$ cat config.mk
export PLATFORM = sky130hd
export DESIGN_NAME = fib_index_decoder
export DESIGN_NICKNAME = d
export VERILOG_FILES = /design/src/rtl/fib_pkg.sv /design/src/rtl/fib_index_decoder.sv
export SDC_FILE = /design/constraint.sdc
export NUM_CORES = 1
export LEC_CHECK = 0
export ABC_AREA = 1
export CAP_MARGIN = 20
export CORE_ASPECT_RATIO = 0.8
export CORE_MARGIN = 3
export CORE_UTILIZATION = 59
export DETAILED_ROUTE_END_ITERATION = 10
export PLACE_DENSITY = 0.79
export SYNTH_ARGS = -nofsm -noshare
export SYNTH_HDL_FRONTEND = slang
export SYNTH_SLANG_ARGS = --single-unit
$ cat constraint.sdc
create_clock -name clk -period 4.1 [get_ports clk]
set_input_delay 0.615 -clock clk [delete_from_list [all_inputs] [get_ports clk]]
set_output_delay 0.615 -clock clk [all_outputs]
set_load 0.02 [all_outputs]
$ cat src/rtl/fib_pkg.sv
// Shared definitions for the Fibonacci generator and its inverse decoder.
package fib_pkg;

    // Search/handshake states shared by the Fibonacci blocks.
    typedef enum logic [1:0] {
        IDLE   = 2'd0,
        SEARCH = 2'd1,
        DONE   = 2'd2
    } fib_state_e;

    // Largest index whose Fibonacci number fits in 32 bits, and that number.
    localparam int unsigned FIB_MAX_IDX_32 = 47;
    localparam logic [31:0] FIB_MAX_VAL_32 = 32'd2971215073;

endpackage : fib_pkg

$ cat src/rtl/fib_index_decoder.sv
// Fibonacci index decoder: decides whether a captured value is a Fibonacci
// number by walking the sequence one term per cycle, and reports its index.
//
// Ports:
//   clk    - clock, all logic on posedge
//   rst    - synchronous active-high reset
//   start  - request, sampled only while idle
//   value  - operand, captured on the accepted start edge
//   busy   - high while searching and during the done cycle
//   done   - one-cycle pulse when is_fib/index are valid
//   is_fib - value equals some F(k)
//   index  - hit: smallest k with F(k)=value; miss: smallest k with
//            F(k)>value, or MAX_IDX+1 when no representable term exceeds it
module fib_index_decoder
    import fib_pkg::*;
#(
    parameter int unsigned WIDTH   = 32,
    parameter int unsigned IDX_W   = 6,
    parameter int unsigned MAX_IDX = FIB_MAX_IDX_32
) (
    input  logic             clk,
    input  logic             rst,
    input  logic             start,
    input  logic [WIDTH-1:0] value,
    output logic             busy,
    output logic             done,
    output logic             is_fib,
    output logic [IDX_W-1:0] index
);

    fib_state_e       state_q, state_d;
    logic [WIDTH-1:0] target_q, target_d;
    logic [WIDTH-1:0] a_q, a_d;
    logic [WIDTH-1:0] b_q, b_d;
    logic [IDX_W-1:0] k_q, k_d;
    logic             is_fib_d;
    logic [IDX_W-1:0] index_d;
    logic [WIDTH:0]   sum;

    // State register.
    always_ff @(posedge clk) begin
        if (rst) begin
            state_q <= IDLE;
        end else begin
            state_q <= state_d;
        end
    end

    // Next-state, datapath step and result decisions.
    always_comb begin
        state_d  = state_q;
        target_d = target_q;
        a_d      = a_q;
        b_d      = b_q;
        k_d      = k_q;
        is_fib_d = is_fib;
        index_d  = index;
        sum      = {1'b0, a_q} + {1'b0, b_q};

        case (state_q)
            IDLE: begin
                if (start) begin
                    target_d = value;
                    a_d      = '0;
                    b_d      = WIDTH'(1);
                    k_d      = '0;
                    state_d  = SEARCH;
                end
            end
            SEARCH: begin
                if (a_q == target_q) begin
                    is_fib_d = 1'b1;
                    index_d  = k_q;
                    state_d  = DONE;
                end else if (a_q > target_q) begin
                    is_fib_d = 1'b0;
                    index_d  = k_q;
                    state_d  = DONE;
                end else if (k_q == IDX_W'(MAX_IDX)) begin
                    is_fib_d = 1'b0;
                    index_d  = IDX_W'(MAX_IDX + 1);
                    state_d  = DONE;
                end else begin
                    a_d = b_q;
                    // Saturate the term past the last representable one; it
                    // only ever lands in b and is never compared against.
                    b_d = sum[WIDTH] ? '1 : sum[WIDTH-1:0];
                    k_d = k_q + IDX_W'(1);
                end
            end
            DONE: begin
                state_d = IDLE;
            end
            default: begin
                state_d = IDLE;
            end
        endcase
    end

    // Datapath and registered outputs.
    always_ff @(posedge clk) begin
        if (rst) begin
            target_q <= '0;
            a_q      <= '0;
            b_q      <= WIDTH'(1);
            k_q      <= '0;
            busy     <= 1'b0;
            done     <= 1'b0;
            is_fib   <= 1'b0;
            index    <= '0;
        end else begin
            target_q <= target_d;
            a_q      <= a_d;
            b_q      <= b_d;
            k_q      <= k_d;
            busy     <= (state_d != IDLE);
            done     <= (state_d == DONE);
            is_fib   <= is_fib_d;
            index    <= index_d;
        end
    end

endmodule : fib_index_decoder

==> flow_metrics.py <==
metrics = {
    "critical_path": {
        "crit_fanout": 20,
        "crit_buf_inv": 3,
        "crit_slowest_cell": "a21oi_4",
        "cp-endpoint": "b_q[22]",
        "criticalPathCategory": "reg -> reg",
        "worstRegToRegCells": 15,
        "cp-end-kind": "flip-flop",
        "regToRegStartpoint": "a_q[0]",
        "r2r-end": "b_q[22]",
        "critPathRequiredTime_ns": 4.38,
        "cp_cell_sequence": "ha_1 -> inv_1 -> fa_1 -> inv_1 -> nand3_1 -> nand3_1 -> nand2_1 -> nand2_1 -> nand2_1 -> nand2_2 -> a21oi_4 -> buf_4 -> nand3_1 -> nand2_1 -> a21oi_1",
        "startpoint_type": "flip-flop",
        "max_stage_delay_ns": 0.55,
        "cp_common_cell": "nand2_1",
        "critPathArrivalTime_ns": 3.26,
        "cp.depth": 15,
        "startpoint": "a_q[0]",
        "rrSetupSlack_ns": 1.13,
        "cp_top_family": "simple AND/OR/NAND/NOR gates",
    },
    "synth": {
        "ys_ff_latch": 113,
        "ys_warn_count": 0,
        "synthTopCellsByCount": "nand2_1 (403), inv_1 (180), dfxtp_1 (113)",
        "synth_top_cell_by_area": "dfxtp_1",
        "ys.flop_type": "dfxtp_1",
        "syn_inst": 1246,
        "avgSynthCellArea_um2": 6.46,
        "synthTopCellsByArea": "dfxtp_1 (28%), nand2_1 (19%), ha_1 (10%)",
        "synth_most_common_cell": "nand2_1",
        "ys_seq_area_share_pct": 28.1,
        "synth_cell_types": 38,
        "syn-cell-area_mm2": 0.00805,
        "async_flop_share_pct": 0,
        "synth-edff-count": 0,
        "syn_nets": 1347,
        "synth.top_cell.area_share_pct": 28.1,
    },
    "drt": {
        "drt_wl_total_um": 21300,
        "viasPerCell": 5.35,
        "first_pass_iters": 5,
        "wl_per_cell_um": 14.6,
        "drc": 0,
        "drt_first_iter_violations": 688,
        "num_vias": 7795,
        "ant_nets": 0,
    },
    "die": {
        "core.rowCount": 37,
        "io-pin-count": 44,
        "dieArea_mm2": 0.0151,
        "die_y_um": 111,
        "core_mm2": 0.0131,
        "start_util_pct": 61.5,
        "die_w_um": 137,
    },
    "sta": {
        "fin_setup_tns_ns": 0,
        "finalClockSkew_ns": 0.00882,
        "max_slew.worst_pin.slew_ns": 0.709,
        "rsz0062_at_grt": "no",
        "final.setup.worst_slack_ns": 1.13,
        "setup_viol": 0,
        "min_period_over_period_pct": 72.5,
        "finalCriticalPeriod_ns": 2.97,
        "max_freq_mhz": 336,
        "drv_slew": 0,
        "holdWs_ns": 0.462,
        "timing.slew.headroom_pct": 52.8,
        "hold_viol": 0,
    },
    "clock_tree": {
        "htreeDepth": 4,
        "cts_root_buf": "clkbuf_16",
        "clk_latency_ns": 0.43,
        "clock_sinks": 113,
        "cts_max_path_buffers": 2,
        "cts.clk_slew.worst_paths_ns": 0.06,
        "postCtsSetupBuffers": 0,
        "cts_buffers": 17,
        "cts-resized-gates": 0,
        "hold_buffers": 0,
        "cts_tree": "yes",
    },
    "layout": {
        "multi_input_area_mm2": 0.00483,
        "finalNonFillerCells": 1456,
        "n_antenna_cell": 0,
        "nNetsFinal": 1369,
        "final_util_pct": 69.4,
        "drive_gt1_share_pct": 7.03,
        "syn_to_final_growth_pct": 12.9,
        "nFillCells": 1158,
        "final_area_mm2": 0.00909,
        "seq_area_mm2": 0.00226,
    },
    "global_route": {
        "gr-total-overflow": 0,
        "antenna_found_initial": 0,
        "grt_usage_pct": 29.3,
        "grt_pass1_vias": 7259,
        "grt_pass1_wl_um": 35700,
        "grt_max_degree": 81,
    },
    "pwr": {
        "p_leak_nw": 4.47,
        "power.total_mw": 3.36,
        "powerDensity_mw_per_mm2": 369,
        "ir_drop_mv": 0.325,
    },
    "flow_run": {
        "drv_cap": 0,
    },
    "outcome": {
        "outcome": "finished, final reports clean",
    },
    "placement": {
        "hpwl_um": 15600,
        "placed_area_mm2": 0.00849,
        "place_ws_ns": 1.19,
        "port_buffers": 43,
        "finalWeightedCongestion": 0.946,
        "dp_cells": 1424,
    },
    "worst_hold_path": {
        "min_path_type": "reg -> reg",
    },
}
## metal layers
| metal | vias to the layer above | wire (um) | global-route usage, % |
|---|---|---|---|
| li1 | 3991 | - | - |
| met1 | 3508 | 10800 | 44.5 |
| met2 | 264 | 8670 | 42.2 |
| met3 | 32 | 1490 | 4.96 |
| met4 | 0 | 360 | 8.19 |
| met5 | - | 0 | 0 |
## worst min path at each step
stage / start / endpoint / cells after the start
CTS: target_q[8] / target_q[8] / 2
floorplan: target_q[10] / target_q[10] / 2
global route: target_q[8] / target_q[8] / 2
finish: target_q[12] / target_q[12] / 2
detailed placement: target_q[8] / target_q[8] / 2
global placement: target_q[29] / target_q[29] / 2
## registers in the layout, summed over array words and instances (netlist names)
register and count:
k_q 6, b_q 32, state_q 2, a_q 32, busy 1, is_fib 1, index 6, target_q 32
done 1
## cell usage in the layout (no fill, tap or decap), types with 6 or more instances in the layout
cell	n
a22oi_1	12
buf_4	6
nor2_1	89
clkbuf_16	17
ha_1	65
inv_6	6
inv_1	180
o21ai_0	37
dfxtp_1	113
xnor2_1	15
a21oi_1	83
clkdlybuf4s50_1	42
nand4_1	6
nand3_2	18
nand3_1	90
nand3b_1	35
nand2_1	402
a21oi_2	18
## kinds of logic (layout without fill, tap and decap cells)
family                   count (synthesis)  after routing  synth area share, %
AND/OR/NAND/NOR                        664            664                 36.5
buffers and inverters                  230            265                 12.0
AO/OA/AOI/OAI                          156            156                 11.2
flip-flops                             113            113                 28.1
adder cells (fa/ha/maj)                 66             66                 10.3
XOR/XNOR                                17             17                 1.85
## worst min-delay path: cells and delay by family, from the launching register on
family                 cells  cell delay [ns]
AO/OA/AOI/OAI              1             0.06
buffers and inverters      1             0.06
flip-flops                 1             0.29
## where the power goes
group | switching, mW | leakage, nW | internal, mW | total (mW)
clock network | 0.592 | 0.280 | 0.909 | 1.50
logic | 0.406 | 3.26 | 0.229 | 0.634
registers | 0.0529 | 0.923 | 1.17 | 1.22
## cell type report
| class | count | area share (%) |
|---|---|---|
| flip-flops and latches | 113 | 24.9 |
| repair buffers | 50 | 5.39 |
| multi-input cells | 903 | 53.2 |
| well taps | 175 | 2.41 |
| inverters | 183 | 7.58 |
| clock buffers | 17 | 4.68 |
| clock inverters | 15 | 1.89 |
No activity file was read; power rests on OpenSTA's default activity.
